[config.mk]
export PLATFORM = sky130hd
export DESIGN_NAME = imem_loader_flat
export DESIGN_NICKNAME = d
export VERILOG_FILES = /design/src/rtl/imem_loader_if.sv /design/src/rtl/imem_loader.sv /design/src/flat_wrapper.sv
export SDC_FILE = /design/constraint.sdc
export NUM_CORES = 1
export LEC_CHECK = 0
export CORE_MARGIN = 1
export CORE_UTILIZATION = 34
export CTS_CLUSTER_SIZE = 8
export DETAILED_ROUTE_END_ITERATION = 8
export PLACE_DENSITY = 0.63
export SLEW_MARGIN = 0
export SYNTH_ARGS = -nofsm -noshare
export SYNTH_HDL_FRONTEND = slang
export SYNTH_SLANG_ARGS = --single-unit
[constraint.sdc]
create_clock -name i_clk -period 5.1 [get_ports i_clk]
set_clock_uncertainty 0.2 [all_clocks]
set_input_delay 1.53 -clock i_clk [delete_from_list [all_inputs] [get_ports i_clk]]
set_output_delay 1.53 -clock i_clk [all_outputs]
set_load 0.05 [all_outputs]
[src/rtl/imem_loader_if.sv]
// imem_loader_if: instruction handshake in, IMEM write port out
interface imem_loader_if #(parameter int ADDR_W = 10);
   logic              i_valid;
   logic [31:0]       i_instr;
   logic              o_ready;
   logic              o_we;
   logic [ADDR_W-1:0] o_waddr;
   logic [31:0]       o_wdata;
   modport slave  (input i_valid, i_instr, output o_ready, o_we, o_waddr, o_wdata);
   modport master (output i_valid, i_instr, input o_ready, o_we, o_waddr, o_wdata);
endinterface

[src/rtl/imem_loader.sv]
// imem_loader: streams instructions into IMEM with optional NOP padding, then releases the core
module imem_loader #(
   parameter int          ADDR_W   = 10,
   parameter int          NOP_PAD  = 3,
   parameter logic [31:0] NOP_WORD = 32'h0000_0000
) (
   input  logic            i_clk,
   input  logic            i_rst_n,
   input  logic            i_start,
   input  logic            i_finish,
   input  logic            i_pad_en,
   imem_loader_if.slave    bus,
   output logic [ADDR_W:0] o_count,
   output logic            o_full,
   output logic            o_core_run
);
   typedef enum logic [2:0] {IDLE, LOAD, PAD, WRITE, RUN} state_t;
   localparam int PW = NOP_PAD > 1 ? $clog2(NOP_PAD) : 1;
   localparam logic [ADDR_W+1:0] DEPTH = (ADDR_W+2)'(1) << ADDR_W;
   state_t            r_state, w_next;
   logic [31:0]       r_instr, r_wdata;
   logic [ADDR_W-1:0] r_waddr;
   logic [ADDR_W:0]   r_count;
   logic [PW-1:0]     r_pad_cnt;
   logic [ADDR_W+1:0] w_need;
   logic              w_acc, w_we, w_pad_last;
   // A pending i_start suppresses the write so every strobe is counted
   always_comb begin
      w_need      = i_pad_en ? (ADDR_W+2)'(NOP_PAD + 1) : (ADDR_W+2)'(1);
      o_full      = ({1'b0, r_count} + w_need) > DEPTH;
      bus.o_ready = r_state == LOAD && !o_full && !i_start;
      w_acc       = bus.i_valid && bus.o_ready;
      w_we        = (r_state == PAD || r_state == WRITE) && !i_start;
      w_pad_last  = r_pad_cnt == PW'(NOP_PAD - 1);
      bus.o_we    = w_we;
      bus.o_waddr = w_we ? r_count[ADDR_W-1:0] : r_waddr;
      bus.o_wdata = !w_we ? r_wdata : r_state == PAD ? NOP_WORD : r_instr;
      o_count     = r_count;
      o_core_run  = r_state == RUN;
   end
   always_comb begin
      w_next = r_state;
      if (i_start) w_next = LOAD;
      else
         case (r_state)
            LOAD:    w_next = w_acc ? ((i_pad_en && NOP_PAD > 0) ? PAD : WRITE) : i_finish ? RUN : LOAD;
            PAD:     w_next = w_pad_last ? WRITE : PAD;
            WRITE:   w_next = LOAD;
            default: w_next = r_state;
         endcase
   end
   always_ff @(posedge i_clk or negedge i_rst_n)
      if (!i_rst_n) begin
         r_state   <= IDLE;
         r_instr   <= '0;
         r_wdata   <= '0;
         r_waddr   <= '0;
         r_count   <= '0;
         r_pad_cnt <= '0;
      end else begin
         r_state   <= w_next;
         r_count   <= i_start ? '0 : r_count + (ADDR_W+1)'(w_we);
         r_pad_cnt <= (i_start || w_pad_last || r_state != PAD) ? '0 : r_pad_cnt + PW'(1);
         if (i_start) r_instr <= '0;
         else if (w_acc) r_instr <= bus.i_instr;
         if (w_we) begin
            r_waddr <= bus.o_waddr;
            r_wdata <= bus.o_wdata;
         end
      end
endmodule

[src/flat_wrapper.sv]
// flat-port wrapper written by rule: the top's interface ports become plain ports
module imem_loader_flat 
#(
   parameter int          ADDR_W   = 10,
   parameter int          NOP_PAD  = 3,
   parameter logic [31:0] NOP_WORD = 32'h0000_0000
)
  (i_clk, i_rst_n, i_start, i_finish, i_pad_en, o_count, o_full, o_core_run, bus_i_valid, bus_i_instr, bus_o_ready, bus_o_we, bus_o_waddr, bus_o_wdata);
  imem_loader_if #(.ADDR_W(ADDR_W)) bus_i ();
  input  logic i_clk;
  input  logic i_rst_n;
  input  logic i_start;
  input  logic i_finish;
  input  logic i_pad_en;
  output logic [ADDR_W:0] o_count;
  output logic o_full;
  output logic o_core_run;
  input wire logic [$bits(bus_i.i_valid)-1:0] bus_i_valid;
  input wire logic [$bits(bus_i.i_instr)-1:0] bus_i_instr;
  output wire logic [$bits(bus_i.o_ready)-1:0] bus_o_ready;
  output wire logic [$bits(bus_i.o_we)-1:0] bus_o_we;
  output wire logic [$bits(bus_i.o_waddr)-1:0] bus_o_waddr;
  output wire logic [$bits(bus_i.o_wdata)-1:0] bus_o_wdata;
  assign bus_i.i_valid = bus_i_valid;
  assign bus_i.i_instr = bus_i_instr;
  assign bus_o_ready = bus_i.o_ready;
  assign bus_o_we = bus_i.o_we;
  assign bus_o_waddr = bus_i.o_waddr;
  assign bus_o_wdata = bus_i.o_wdata;
  imem_loader #(.ADDR_W(ADDR_W), .NOP_PAD(NOP_PAD), .NOP_WORD(NOP_WORD)) u_core (.i_clk(i_clk), .i_rst_n(i_rst_n), .i_start(i_start), .i_finish(i_finish), .i_pad_en(i_pad_en), .bus(bus_i), .o_count(o_count), .o_full(o_full), .o_core_run(o_core_run));
endmodule
==> flow_metrics.py, run 1 <==
metrics = {
    "status": {
        "status": "completed",
    },
    "routing": {
        "routed_via_density": 5.128,
        "vias": 3538,
        "drc": 0,
        "totalWireLength_um": 10330,
        "drt_iter0_markers": 230,
        "met2RoutedLength_um": 5068,
        "drt-met1-wl_um": 4574,
        "first_pass_iters": 5,
        "top_layer_used": "met4",
        "wl_per_cell_um": 14.97,
        "wl_met3_um": 422,
        "ant_nets": 0,
    },
    "worst_setup_path": {
        "worstSetupEndpointType": "primary output",
        "rr_worst_depth": 10,
        "worst_path_max_delay_cell": "a41oi_4",
        "regToRegEndpoint": "u_core.r_state[0]$_DFFE_PN0P_",
        "cp-start-kind": "input pin",
        "r2r_slack_ns": 1.80,
        "criticalPathCategory": "in2out",
        "worst_ep_arrival_time_ns": 3.31,
        "crit_path_max_incr_delay_ns": 0.33,
        "path_cells": "buf_2 > ha_4 > a31oi_4 > buf_4 > or3_1 > and3_4 > a41oi_4 > nor2_4 > buf_12",
        "required_ns": 3.37,
        "r2r_start": "u_core.o_count[2]$_DFF_PN0_",
        "crit_path_max_fanout": 4,
    },
    "layout": {
        "final_cells": 690,
        "final_cell_mix": "90 x dfrtp_1, 75 x o21ai_0, 71 x nand2_1",
        "final_nets": 561,
        "post-route-util": 0.5032,
        "drive_above_1_share": 0.2069,
        "final_common_cell": "dfrtp_1",
        "syn_to_final_growth_pct": 41.53,
        "antenna_cells": 0,
    },
    "min_path": {
        "hp-start": "u_core.r_pad_cnt[0]$_DFF_PN0_",
        "min_path_type": "reg2reg",
        "min_to": "u_core.r_pad_cnt[0]$_DFF_PN0_",
        "min_path_cells": 1,
    },
    "clock_tree": {
        "cts_buffers": 9,
        "clock-root-buffer": "clkbuf_16",
        "cts-htree-levels": 3,
        "cts.sinks": 90,
        "tritoncts": "built",
        "clk_path_buf_depth": 2,
        "clk_latency_ns": 0.34,
        "clk_pin_slew_ns": 0.06,
    },
    "grt": {
        "grt_max_degree": 81,
        "grtUsageTotal": 0.1730,
        "grt_overflow": 0,
        "first_global_vias": 3528,
        "antenna_found_initial": 0,
        "grt_pass1_wl_um": 17610,
    },
    "synth": {
        "ys_types": 44,
        "synth_seq_cells": 90,
        "syn_avg_cell_area_um2": 10.07,
        "synth_top_area_frac": 0.5187,
        "yosys.area.top_type": "dfrtp_1",
        "synth_area_leaders": "dfrtp_1 52%, o21ai_0 8.6%, a31o_1 6.5%",
        "yosys_warnings": 0,
        "netlist_area_um2": 4342,
        "netlist_instances": 431,
        "syn-num-nets": 475,
        "yosysSeqAreaShare": 0.5187,
    },
    "pwr": {
        "ir_drop_mv": 0.1986,
        "p_leak_uw": 0.002580,
        "power.net_switching_uw": 778.3,
        "p_int_uw": 1511,
        "seqPwrFrac": 0.370,
        "combPwrFrac": 0.366,
        "power_density_nw_per_um2": 372.5,
        "p_sw_frac": 0.3400,
        "clkPwrFrac": 0.264,
    },
    "timing": {
        "final.setup.tns_ns": 0,
        "fin_crit_sh": 0.9876,
        "max_clock_freq_mhz": 198.5,
        "finalSetupViolCount": 0,
        "fin_crit_ns": 5.037,
        "rsz0062_at_grt": "no",
        "hold_viol": 0,
        "relSlewSlack": 0.3347,
        "slew_viol_final": 0,
        "tightest_slew_ns": 0.9918,
    },
    "placed_design": {
        "gp_congestion": 0.8038,
        "hpwl_um": 7110,
        "dpl.cell_count": 672,
        "port_buffers": 94,
    },
    "die": {
        "rows": 40,
        "core_um2": 12210,
        "ios": 95,
        "start_util": 0.3555,
        "die_x_um": 115,
        "dieArea_um2": 13230,
        "die_h_um": 115,
    },
    "job": {
        "maxCapViolCount": 0,
    },
}
## Yosys cell counts
cell / n
a2111oi_0: 2
o21bai_1: 1
dfrtp_1: 90
and3_1: 2
a21oi_4: 1
a41oi_4: 1
a21oi_2: 1
nor3_1: 1
buf_2: 3
a21oi_1: 4
inv_1: 7
nand3_2: 1
or3_1: 4
ha_1: 6
nor4_1: 2
mux2i_1: 2
or4b_4: 1
o21ai_0: 75
mux2_2: 16
o31a_1: 1
a221oi_1: 1
xor2_1: 3
a32o_1: 1
nor3b_1: 32
xnor2_1: 4
buf_6: 4
nand4_1: 2
clkbuf_1: 24
o31ai_1: 1
nand2_1: 72
nand3_1: 4
o21ai_1: 1
a2111o_1: 1
nand3b_1: 1
or2_0: 1
a41oi_2: 1
nor2_1: 12
a31oi_2: 1
nor4b_1: 1
nor2b_1: 4
buf_1: 5
or2_1: 1
a31o_1: 32
clkinv_1: 1
## what timing repair did
action | CTS | global route
endpoints found under the setup margin | 2 | 1
gates resized for setup | 10 | 1
buffers inserted | 2 | 0
pin swaps | 4 | 0
hold buffers | 0 | 0
## critical path, delay by kind of cell
kind | cells | cell delay (ns)
AO/OA/AOI/OAI | 2 | 0.43
adder cells (fa/ha/maj) | 1 | 0.29
buffers and inverters | 3 | 0.47
AND/OR/NAND/NOR | 3 | 0.58
## area by class of cell
cell class,instances,area [um^2]
tap,168,210.2
multi-input combinational,297,1963
sequential,90,2252
inverter,8,30.03
fill,1134,6067
clock buffer,13,250.2
timing repair buffer,111,1424
clock inverter,3,15.01
## per-layer routing
| layer | up-vias | GRT usage |
|---|---|---|
| met4 | 0 | 0.09004 |
| met2 | 81 | 0.2835 |
| li1 | 1697 | - |
| met5 | - | 0 |
| met1 | 1742 | 0.2189 |
| met3 | 18 | 0.03110 |
## power by group through the flow
stage	clock, uW	sequential, uW	combinational, uW
floorplan	0	853	447
CTS	624	849	848
detailed placement	0	862	843
global placement	0	858	832
finish	603	848	838
global route	654	860	895
## worst max path at each step
stage | end | cells after the start | from
2_1_floorplan | bus_o_ready | 9 | i_pad_en
3_3_place_gp | bus_o_ready | 9 | i_pad_en
3_5_place_dp | bus_o_ready | 9 | i_pad_en
4_1_cts | bus_o_ready | 9 | i_pad_en
5_1_grt | bus_o_ready | 10 | i_pad_en
6_report | bus_o_ready | 9 | i_pad_en
## sequential cells by signal, summed over array words and instances, names as in the netlist
name	cells
u_core.o_count	11
u_core.r_instr	32
u_core.r_pad_cnt	2
u_core.r_state	3
u_core.r_waddr	10
u_core.r_wdata	32
## per-stage QoR
stage	cell area [um^2]	total power [uW]	setup slack, ns	hold slack [ns]
4_1_cts	6140	2322	0.06785	0.2342
3_5_place_dp	5827	1705	-0.4162	0.2257
3_3_place_gp	5827	1690	-0.3013	0.2200
2_1_floorplan	4385	1299	0.008205	0.2109
6_report	6145	2289	0.06320	0.2278
5_1_grt	6145	2409	0.009285	0.2554
## cells by family (layout without fill, tap and decap cells)
kind of cell / count (synthesis) / count (layout) / synth area share
and+or+nand+nor: 141 / 141 / 0.1660
AOI/OAI and AO/OA: 125 / 125 / 0.1919
DFF: 90 / 90 / 0.5187
buffers and inverters: 44 / 135 / 0.04582
muxes: 18 / 18 / 0.04611
xor gates and xnor gates: 7 / 7 / 0.01412
adders and majority gates: 6 / 6 / 0.01729
Note: power is estimated with default switching activity, not from simulation.
==> run 2: changes to the inputs <==
--- a/config.mk
+++ b/config.mk
@@ -9,6 +9,7 @@
 export CORE_UTILIZATION = 34
 export CTS_CLUSTER_SIZE = 8
 export DETAILED_ROUTE_END_ITERATION = 8
+export GPL_TIMING_DRIVEN = 0
 export PLACE_DENSITY = 0.63
 export SLEW_MARGIN = 0
 export SYNTH_ARGS = -nofsm -noshare
==> run 2 against run 1 <==
  * Routed wire length rose by 5.5%
  * Die area did not move
  * Sequential share of layout area rose by 1.8 points
  * Register-to-register slack improved by 0.13 ns
  * Worst setup slack got worse by 0.0092 ns
  * Critical path type unchanged
  * Via count rose by 0.65%
==> flow_metrics.py, run 2 (synthesis gave the netlist of run 1 again) <==
metrics = {
    "status": {
        "status": "completed",
    },
    "pwr": {
        "p_int_uw": 1360,
        "power_density_nw_per_um2": 361.6,
        "combPwrFrac": 0.312,
        "p_leak_uw": 0.002457,
        "ir_drop_mv": 0.1576,
        "power.net_switching_uw": 758.2,
        "p_sw_frac": 0.3579,
        "seqPwrFrac": 0.401,
        "clkPwrFrac": 0.287,
    },
    "placed_design": {
        "gp_congestion": 0.7987,
        "place_area_um2": 5562,
        "hpwl_um": 7935,
        "port_buffers": 94,
        "dpl.cell_count": 694,
    },
    "layout": {
        "final_nets": 583,
        "antenna_cells": 0,
        "drive_above_1_share": 0.2040,
        "final_common_cell": "dfrtp_1",
        "final_cells": 712,
        "syn_to_final_growth_pct": 34.93,
        "final_cell_mix": "90 x dfrtp_1, 75 x o21ai_0, 71 x nand2_1",
        "design_area_um2": 5858,
        "fillers": 1192,
    },
    "min_path": {
        "hp-start": "u_core.r_pad_cnt[0]$_DFF_PN0_",
        "min_path_type": "reg2reg",
    },
    "worst_setup_path": {
        "criticalPathCategory": "in2out",
        "worst_ep_arrival_time_ns": 3.32,
        "path_cells": "buf_2 > inv_2 > ha_4 > ha_4 > a21oi_4 > or4b_4 > a21oi_4 > a41oi_4 > nor2_4 > buf_8",
        "worstSetupEndpointType": "primary output",
        "r2r_start": "u_core.o_count[2]$_DFF_PN0_",
        "cp-start-kind": "input pin",
        "worst_path_max_delay_cell": "or4b_4",
        "critPathLaunch": "i_pad_en",
        "crit_path_max_incr_delay_ns": 0.50,
        "required_ns": 3.37,
        "crit_path_max_fanout": 6,
    },
    "routing": {
        "drc": 0,
        "totalWireLength_um": 10900,
        "vias": 3561,
        "wl_per_cell_um": 15.31,
        "routed_via_density": 5.001,
        "ant_nets": 0,
        "first_pass_iters": 4,
        "drt_iter0_markers": 245,
    },
    "die": {
        "dieArea_um2": 13230,
        "rows": 40,
        "die_x_um": 115,
        "core_um2": 12210,
        "ios": 95,
        "die_h_um": 115,
        "start_util": 0.3555,
    },
    "clock_tree": {
        "cts.sinks": 90,
        "clk_path_buf_depth": 2,
        "clock-root-buffer": "clkbuf_16",
        "clk_latency_ns": 0.34,
        "cts-htree-levels": 3,
        "cts_buffers": 9,
        "clk_pin_slew_ns": 0.06,
        "tritoncts": "built",
    },
    "timing": {
        "relSlewSlack": 0.5751,
        "fin_crit_ns": 5.046,
        "slew_viol_final": 0,
        "rsz0062_at_grt": "yes",
        "tightest_slew_ns": 0.6374,
        "max_clock_freq_mhz": 198.2,
        "finalSetupViolCount": 0,
        "fin_crit_sh": 0.9894,
        "hold_viol": 0,
    },
    "job": {
        "maxCapViolCount": 0,
    },
    "grt": {
        "antenna_found_initial": 0,
        "grt_max_degree": 47,
        "grt_overflow": 0,
        "grtUsageTotal": 0.1776,
        "grt_pass1_wl_um": 18170,
        "first_global_vias": 3674,
    },
}
run 2: layout make-up:
cell class / instances / area (um^2) / share of cell area
plain buffers: 34 / 176.4 / 0.03012
clock buffers: 11 / 242.7 / 0.04144
clock inverters: 5 / 30.03 / 0.005126
inverters: 8 / 30.03 / 0.005126
multi-input cells: 297 / 1952 / 0.3332
flip-flops and latches: 90 / 2252 / 0.3845
well taps: 168 / 210.2 / 0.03588
repair buffers: 99 / 964.7 / 0.1647
run 2: stage by stage:
stage / setup TNS [ns] / util / hold WS (ns) / power (uW) / setup WS [ns]
final: 0 / 0.4797 / 0.2468 / 2118 / 0.05400
after global routing: -0.02577 / 0.4797 / 0.2501 / 2231 / -0.02577
after CTS: -0.02759 / 0.4861 / 0.2451 / 2145 / -0.02759
after detailed placement: -45.52 / 0.4554 / 0.2378 / 1546 / -1.262
after global placement: -124.76 / 0.4534 / 0.2231 / 1530 / -1.223
after floorplan: 0 / - / 0.2109 / 1299 / 0.008205
run 2: routing by layer:
layer | global-route usage | part of all wire | vias up
met4 | 0.06667 | 0.013 | 0
met3 | 0.02952 | 0.042 | 11
li1 | - | - | 1739
met1 | 0.2276 | 0.46 | 1723
met2 | 0.3012 | 0.49 | 88
met5 | 0 | 0 | -
run 2: final timing paths:
path	cells after the start	to	slack, ns
worst max-delay path	10	bus_o_ready	0.05
worst min-delay path	1	u_core.r_pad_cnt[0]$_DFF_PN0_	0.25
worst max register to register	9	u_core.r_instr[16]$_DFFE_PN0P_	1.93
worst min register to register	1	u_core.r_pad_cnt[0]$_DFF_PN0_	0.25
max in group asynchronous	2	u_core.r_wdata[10]$_DFFE_PN0P_	3.06
min in group asynchronous	1	u_core.o_count[8]$_DFF_PN0_	1.00
run 2: critical path: cells and delay by family:
kind / cells / cell delay, ns
AOI/OAI and AO/OA: 3 / 0.45
adders and majority gates: 2 / 0.30
buffers and inverters: 3 / 0.37
and+or+nand+nor: 2 / 0.65
run 2: timing repair:
item | CTS | global route
setup endpoints to repair | 45 | 38
pin swaps | 2 | 1
cloned | 0 | 0
hold buffers | 0 | 0
gates resized for setup | 176 | 38
setup buffers | 4 | 0
run 2: power groups by stage:
stage	Clock (uW)	Sequential [uW]	Combinational, uW
global route	656	859	716
floorplan	0	853	447
finish	608	849	661
CTS	624	849	671
detailed placement	0	862	684
global placement	0	858	672
==> run 3: changes to the inputs <==
--- a/config.mk
+++ b/config.mk
@@ -9,7 +9,7 @@
 export CORE_UTILIZATION = 34
 export CTS_CLUSTER_SIZE = 8
 export DETAILED_ROUTE_END_ITERATION = 8
-export GPL_TIMING_DRIVEN = 0
+export GPL_TIMING_DRIVEN = 1
 export PLACE_DENSITY = 0.63
 export SLEW_MARGIN = 0
 export SYNTH_ARGS = -nofsm -noshare
==> results of run 3 <==
The final DEF is identical to that of run 1; final timing and power are the same.
